`src/rtl/lsu.sv`:
```
// ---------------------------------------------------------------------------
// lsu : RV32I load/store unit, one data-memory transaction at a time.
//
// Takes the ALU effective address and rs2, runs a single req/gnt/rvalid bus
// transaction and hands the extended load data (or store completion) back to
// writeback with a one-cycle lsu_done pulse.
//
// Ports
//   clk, rst_n            core clock, synchronous active-low reset
//   lsu_valid/lsu_ready   request handshake (ready only in IDLE)
//   lsu_we, lsu_funct3    store/load select, RV32I width/sign encoding
//   lsu_addr, lsu_wdata   effective address, store data
//   lsu_done              one-cycle completion pulse
//   lsu_rdata, lsu_err    result and error flag, held until the next done
//   mem_req/we/addr/wstrb/wdata   bus request (held stable until mem_gnt)
//   mem_gnt, mem_rvalid, mem_rdata  bus response
//
// Parameters
//   TIMEOUT_CYCLES  cycles allowed in REQ+WAIT before a bus-error abort,
//                   0 disables the timeout.
//
// Build option
//   LSU_MISALIGN_TRAP_EN  when defined, misaligned halfword/word accesses
//                         finish with err=1 without touching the bus.
// ---------------------------------------------------------------------------
module lsu #(
    parameter int unsigned TIMEOUT_CYCLES = 255
) (
    input  logic        clk,
    input  logic        rst_n,
    input  logic        lsu_valid,
    output logic        lsu_ready,
    input  logic        lsu_we,
    input  logic [2:0]  lsu_funct3,
    input  logic [31:0] lsu_addr,
    input  logic [31:0] lsu_wdata,
    output logic        lsu_done,
    output logic [31:0] lsu_rdata,
    output logic        lsu_err,
    output logic        mem_req,
    output logic        mem_we,
    output logic [31:0] mem_addr,
    output logic [3:0]  mem_wstrb,
    output logic [31:0] mem_wdata,
    input  logic        mem_gnt,
    input  logic        mem_rvalid,
    input  logic [31:0] mem_rdata
);

    typedef enum logic [1:0] {S_IDLE, S_REQ, S_WAIT, S_DONE} state_e;

    state_e      state_q, state_d;
    logic [31:0] cnt_q, cnt_d;
    logic [2:0]  funct3_q, funct3_d;
    logic [1:0]  off_q, off_d;

    logic        mem_req_q, mem_req_d;
    logic        mem_we_q, mem_we_d;
    logic [31:0] mem_addr_q, mem_addr_d;
    logic [3:0]  mem_wstrb_q, mem_wstrb_d;
    logic [31:0] mem_wdata_q, mem_wdata_d;
    logic        lsu_done_q, lsu_done_d;
    logic [31:0] lsu_rdata_q, lsu_rdata_d;
    logic        lsu_err_q, lsu_err_d;

    logic        illegal;
    logic        misalign;
    logic        tmo;
    logic [3:0]  st_strb;
    logic [31:0] st_data;
    logic [31:0] ld_data;

    // Picks the addressed byte/half out of the bus word and extends it.
    function automatic logic [31:0] extract(input logic [2:0]  f3,
                                            input logic [1:0]  off,
                                            input logic [31:0] d);
        logic [7:0]  b;
        logic [15:0] h;
        b = d[{off, 3'b000} +: 8];
        h = off[1] ? d[31:16] : d[15:0];
        case (f3)
            3'd0:    extract = {{24{b[7]}}, b};
            3'd4:    extract = {24'd0, b};
            3'd1:    extract = {{16{h[15]}}, h};
            3'd5:    extract = {16'd0, h};
            default: extract = d;
        endcase
    endfunction

    always_comb begin
        illegal = lsu_we ? (lsu_funct3 > 3'd2)
                         : (lsu_funct3 == 3'd3 || lsu_funct3 == 3'd6 || lsu_funct3 == 3'd7);
`ifdef LSU_MISALIGN_TRAP_EN
        misalign = ((lsu_funct3[1:0] == 2'd1) && lsu_addr[0]) ||
                   ((lsu_funct3[1:0] == 2'd2) && (lsu_addr[1:0] != 2'd0));
`else
        // Low address bits the access size cannot use are simply dropped.
        misalign = 1'b0;
`endif
        case (lsu_funct3[1:0])
            2'd0: begin
                st_strb = 4'b0001 << lsu_addr[1:0];
                st_data = {4{lsu_wdata[7:0]}};
            end
            2'd1: begin
                st_strb = lsu_addr[1] ? 4'b1100 : 4'b0011;
                st_data = {2{lsu_wdata[15:0]}};
            end
            default: begin
                st_strb = 4'b1111;
                st_data = lsu_wdata;
            end
        endcase
        ld_data = extract(funct3_q, off_q, mem_rdata);
        // Counter spans REQ+WAIT; this is the last allowed cycle.
        tmo = (TIMEOUT_CYCLES != 0) && ((cnt_q + 32'd1) == TIMEOUT_CYCLES);
    end

    always_comb begin
        state_d     = state_q;
        cnt_d       = cnt_q;
        funct3_d    = funct3_q;
        off_d       = off_q;
        mem_req_d   = mem_req_q;
        mem_we_d    = mem_we_q;
        mem_addr_d  = mem_addr_q;
        mem_wstrb_d = mem_wstrb_q;
        mem_wdata_d = mem_wdata_q;
        lsu_done_d  = 1'b0;
        lsu_rdata_d = lsu_rdata_q;
        lsu_err_d   = lsu_err_q;

        case (state_q)
            S_IDLE: begin
                if (lsu_valid) begin
                    funct3_d = lsu_funct3;
                    off_d    = lsu_addr[1:0];
                    if (illegal || misalign) begin
                        state_d     = S_DONE;
                        lsu_done_d  = 1'b1;
                        lsu_err_d   = 1'b1;
                        lsu_rdata_d = 32'd0;
                    end else begin
                        state_d     = S_REQ;
                        cnt_d       = 32'd0;
                        mem_req_d   = 1'b1;
                        mem_we_d    = lsu_we;
                        mem_addr_d  = {lsu_addr[31:2], 2'b00};
                        mem_wstrb_d = lsu_we ? st_strb : 4'd0;
                        mem_wdata_d = lsu_we ? st_data : 32'd0;
                    end
                end
            end
            S_REQ: begin
                cnt_d = cnt_q + 32'd1;
                // A grant in the final cycle still wins over the timeout.
                if (mem_gnt) begin
                    mem_req_d = 1'b0;
                    if (mem_we_q) begin
                        state_d     = S_DONE;
                        lsu_done_d  = 1'b1;
                        lsu_err_d   = 1'b0;
                        lsu_rdata_d = 32'd0;
                    end else begin
                        state_d = S_WAIT;
                    end
                end else if (tmo) begin
                    mem_req_d   = 1'b0;
                    state_d     = S_DONE;
                    lsu_done_d  = 1'b1;
                    lsu_err_d   = 1'b1;
                    lsu_rdata_d = 32'd0;
                end
            end
            S_WAIT: begin
                cnt_d = cnt_q + 32'd1;
                if (mem_rvalid) begin
                    state_d     = S_DONE;
                    lsu_done_d  = 1'b1;
                    lsu_err_d   = 1'b0;
                    lsu_rdata_d = ld_data;
                end else if (tmo) begin
                    state_d     = S_DONE;
                    lsu_done_d  = 1'b1;
                    lsu_err_d   = 1'b1;
                    lsu_rdata_d = 32'd0;
                end
            end
            default: begin
                state_d = S_IDLE;
            end
        endcase
    end

    always_ff @(posedge clk) begin
        if (!rst_n) begin
            state_q     <= S_IDLE;
            cnt_q       <= 32'd0;
            funct3_q    <= 3'd0;
            off_q       <= 2'd0;
            mem_req_q   <= 1'b0;
            mem_we_q    <= 1'b0;
            mem_addr_q  <= 32'd0;
            mem_wstrb_q <= 4'd0;
            mem_wdata_q <= 32'd0;
            lsu_done_q  <= 1'b0;
            lsu_rdata_q <= 32'd0;
            lsu_err_q   <= 1'b0;
        end else begin
            state_q     <= state_d;
            cnt_q       <= cnt_d;
            funct3_q    <= funct3_d;
            off_q       <= off_d;
            mem_req_q   <= mem_req_d;
            mem_we_q    <= mem_we_d;
            mem_addr_q  <= mem_addr_d;
            mem_wstrb_q <= mem_wstrb_d;
            mem_wdata_q <= mem_wdata_d;
            lsu_done_q  <= lsu_done_d;
            lsu_rdata_q <= lsu_rdata_d;
            lsu_err_q   <= lsu_err_d;
        end
    end

    assign lsu_ready = (state_q == S_IDLE);
    assign lsu_done  = lsu_done_q;
    assign lsu_rdata = lsu_rdata_q;
    assign lsu_err   = lsu_err_q;
    assign mem_req   = mem_req_q;
    assign mem_we    = mem_we_q;
    assign mem_addr  = mem_addr_q;
    assign mem_wstrb = mem_wstrb_q;
    assign mem_wdata = mem_wdata_q;

endmodule

```
`config.mk`:
```
export PLATFORM = sky130hd
export DESIGN_NAME = lsu
export DESIGN_NICKNAME = d
export VERILOG_FILES = /design/src/rtl/lsu.sv
export SDC_FILE = /design/constraint.sdc
export NUM_CORES = 1
export LEC_CHECK = 0
export CELL_PAD_IN_SITES_DETAIL_PLACEMENT = 0
export CELL_PAD_IN_SITES_GLOBAL_PLACEMENT = 1
export CORE_ASPECT_RATIO = 0.75
export CORE_MARGIN = 2
export CORE_UTILIZATION = 40
export CTS_BUF_LIST = sky130_fd_sc_hd__clkbuf_4 sky130_fd_sc_hd__clkbuf_8
export CTS_CLUSTER_DIAMETER = 150
export DETAILED_ROUTE_END_ITERATION = 6
export PLACE_DENSITY = 0.95
export SYNTH_ARGS = -nofsm -noshare
export SYNTH_HDL_FRONTEND = slang
export SYNTH_SLANG_ARGS = --single-unit
export TNS_END_PERCENT = 5
```
`constraint.sdc`:
```
create_clock -name clk -period 7.7 [get_ports clk]
set_input_delay 1.155 -clock clk [delete_from_list [all_inputs] [get_ports clk]]
set_output_delay 1.155 -clock clk [all_outputs]
set_load 0.02 [all_outputs]
```
==> flow_summary.json <==
{
  "outcome": "finished, final reports clean",
  "cellInternalPower_mw": 1.37,
  "synth-warning-count": 0,
  "tritoncts": "yes",
  "number_of_distinct_library_cells_after_synthesis": 78,
  "max_slew.worst_pin.slew_ps": 1050,
  "clock_tree.root_cell": "clkbuf_8",
  "final_critical_path_setup_slack_ps": 3100,
  "hpwlAfterDp_um": 16700,
  "synth_top_cell_area_share": 0.345,
  "syn_to_final_growth_pct": 30.3,
  "initial_utilization": 0.406,
  "crit_family": "compound AO/OA/AOI/OAI gates",
  "via_per_inst": 5.69,
  "finish.cell_count_without_fillers": 1463,
  "synthTopCellsByCount": "nand2_1, dfxtp_1, a21boi_0",
  "grt_setup_unrepaired": "false",
  "htree_levels": 4,
  "cp_slowest_stage_delay_ps": 920,
  "final_max_slew_viol_count": 0,
  "synth_edf_count": 0,
  "timing.critical_path.to_type": "flop",
  "grt_antenna_before_repair": 0,
  "dr.pass1.iters": 6,
  "reg2regPathDepth": 8,
  "timing.critical_path.cells": "clkdlybuf4s50_1 > a21oi_1 > nor2_1 > nand2_1 > a211oi_1 > nand3_1 > o21ba_2 > a311oi_1",
  "crit_path_max_fanout": 22,
  "clkSinkCount": 141,
  "post-route-cell-area_sq_um": 10700,
  "synth_area_leader_cell": "dfxtp_1",
  "yosys_register_bits": 141,
  "drc": 0,
  "grt_remaining_overflow": 0,
  "max_slew_margin": 0.293,
  "min_delay_worst_endpoint": "mem_wdata[25]$_SDFFE_PN0P_",
  "synth-async-reset-ratio": 0,
  "worst_r2r_endpoint": "lsu_done$_SDFF_PN0_",
  "post_cts_resized": 0,
  "grt_max_degree": 106,
  "ir_worst_vdd_uv": 123,
  "cellPowerDensity_nw_per_um2": 221,
  "die_outline_area_sq_um": 21600,
  "critical_path.n_buffers_inverters": 1,
  "critical_hold_path_startpoint": "mem_wdata[25]$_SDFFE_PN0P_",
  "period_share": 0.597,
  "syn-cell-area_sq_um": 8190,
  "post_dp_cell_area_sq_um": 10300,
  "most_frequently_used_cell_type_in_the_post_synthesis_netlist": "nand2_1",
  "grt_pass1_vias": 7711,
  "die_x_um": 169,
  "setup-violations-final": 0,
  "detail-route-antenna-nets": 0,
  "leakagePower_nw": 3.60,
  "finalWeightedCongestion": 0.856,
  "hold_class": "flop to flop",
  "fin_util": 0.529,
  "post_cts.repair.setup_buffers": 0,
  "net-switching-power_mw": 0.987,
  "grt_pass1_wl_um": 40100,
  "critical-path-slowest-cell": "clkdlybuf4s50_1",
  "routed_wl_um": 24700,
  "diodes": 0,
  "share_clk_of_total_power": 0.259,
  "power.share.sequential": 0.350,
  "drt_first_iter_violations": 762,
  "skew_pair_late_insertion_delay_ps": 480,
  "cts_inserted_buffers": 17,
  "die_height_um": 128,
  "routedWlPerCell_um": 16.9,
  "cts_buffer_depth": 2,
  "holdBufCountCts": 0,
  "nets": 1304,
  "synth_cells": 1046,
  "cp.arrival_ps": 4970,
  "share_of_layout_cells_above_drive_strength_1": 0.0797,
  "vias": 8319,
  "coreArea_sq_um": 20200,
  "tns_setup_ps": 0,
  "r2r-start": "cnt_q[4]$_SDFFE_PN0P_",
  "rows": 45,
  "synth_top_flop_cell": "dfxtp_1",
  "place_inst": 1431,
  "combPwrFrac": 0.391,
  "maxClockFrequency_ghz": 0.217,
  "syn-mean-instance-area_sq_um": 7.83,
  "clkTransAtPathRegs_ps": 80,
  "clock-skew-final_ps": 18.7,
  "post_place_setup_slack_ps": 2710,
  "io_pins": 210,
  "timing.max_cap.violations": 0,
  "grtUsageTotal": 0.229,
  "synth_seq_area_share": 0.345,
  "worstPathRequired_ps": 8070,
  "setup.worst_path.start_class": "input port",
  "port-buffer-count": 207,
  "regToRegSetupSlack_ps": 3750,
  "hold-path-cell-count": 2,
  "report.final.hold_viol_count": 0,
  "critical_path_class": "input port to flop",
  "timing.final.crit_period_ps": 4600,
  "synth.area.top_cells": "dfxtp_1, nand2_1, a21boi_0, nand3_1, o21ai_0",
  "sw_frac_of_total": 0.418
}
registers in the layout, summed over array words and instances (netlist names):
register	cells
cnt_q	32
lsu_rdata	32
mem_wdata	32
mem_addr	30
mem_wstrb	4
funct3_q	3
off_q	2
state_q	2
lsu_done	1
lsu_err	1
mem_req	1
mem_we	1
per-layer routing:
metal,global-route usage,share of wire,vias to the layer above
li1,-,-,4036
met1,0.320,0.47,3899
met2,0.332,0.41,346
met3,0.0837,0.099,38
met4,0.0603,0.016,0
met5,0,0,-
worst min-delay path: stages, from the launching register on:
cell      delay [ps]
dfxtp_1          310
nand2_1           40
a21boi_0          60
power groups by stage:
stage | Sequential (mW) | Combinational, mW | Clock (mW)
after floorplan | 0.877 | 0.558 | 0
after global placement | 0.841 | 0.904 | 0
after detailed placement | 0.843 | 0.912 | 0
after CTS | 0.826 | 0.916 | 0.628
after global routing | 0.835 | 1.01 | 0.655
final | 0.826 | 0.923 | 0.613
final cells by class:
cell class | instances | area [sq um]
inverter | 22 | 82.6
clock buffer | 17 | 234
sequential | 141 | 2820
tap | 258 | 323
clock inverter | 15 | 151
multi-input combinational | 791 | 4900
timing repair buffer | 219 | 2160
fill | 1931 | 9480
placed cells by master, fill, tap and decap left out, drive strengths merged, types with 4 or more instances in the layout:
cell type / count
ha: 7
a221o: 7
clkbuf: 17
a22oi: 6
o211ai: 6
a21boi: 102
nand2b: 6
o211a: 5
a21oi: 51
o21ai: 57
buf: 13
inv: 30
o22ai: 7
clkinvlp: 4
and3: 8
nand4: 12
or4: 4
mux2i: 13
mux2: 19
or3: 6
nor4: 15
or2: 5
nand3: 59
dfxtp: 141
nand2: 181
nor3: 33
o2111ai: 22
o21a: 4
nor2: 43
clkdlybuf4s50: 206
a211oi: 8
nor2b: 38
a31oi: 10
xor2: 4
a21o: 6
xnor2: 6
how the worst max path moves through the flow:
stage	start	slack, ps	end	depth (start not counted)
3_3_place_gp	lsu_funct3[0]	2870	lsu_rdata[15]$_SDFFE_PN0P_	8
5_1_grt	lsu_funct3[0]	2910	lsu_rdata[15]$_SDFFE_PN0P_	8
2_1_floorplan	mem_rdata[31]	4780	lsu_rdata[29]$_SDFFE_PN0P_	9
3_5_place_dp	lsu_funct3[0]	2710	lsu_rdata[15]$_SDFFE_PN0P_	8
6_report	lsu_funct3[0]	3100	lsu_rdata[15]$_SDFFE_PN0P_	8
4_1_cts	lsu_funct3[0]	3170	lsu_rdata[15]$_SDFFE_PN0P_	8
per-stage QoR:
stage / total power, mW / hold WS [ps]
2_1_floorplan: 1.44 / 469
3_3_place_gp: 1.75 / 452
5_1_grt: 2.50 / 491
4_1_cts: 2.37 / 471
3_5_place_dp: 1.75 / 459
6_report: 2.36 / 465
cells by family after synthesis:
group / Yosys count / share of synthesized area
AND/OR/NAND/NOR: 425 / 0.258
AO/OA/AOI/OAI: 312 / 0.267
flip-flops: 141 / 0.345
buffers and inverters: 115 / 0.0585
multiplexers: 35 / 0.0503
XOR/XNOR: 10 / 0.0107
adder cells (fa/ha/maj): 7 / 0.0107
other: 1 / 0.000458
Note: power is estimated with default switching activity, not from simulation.
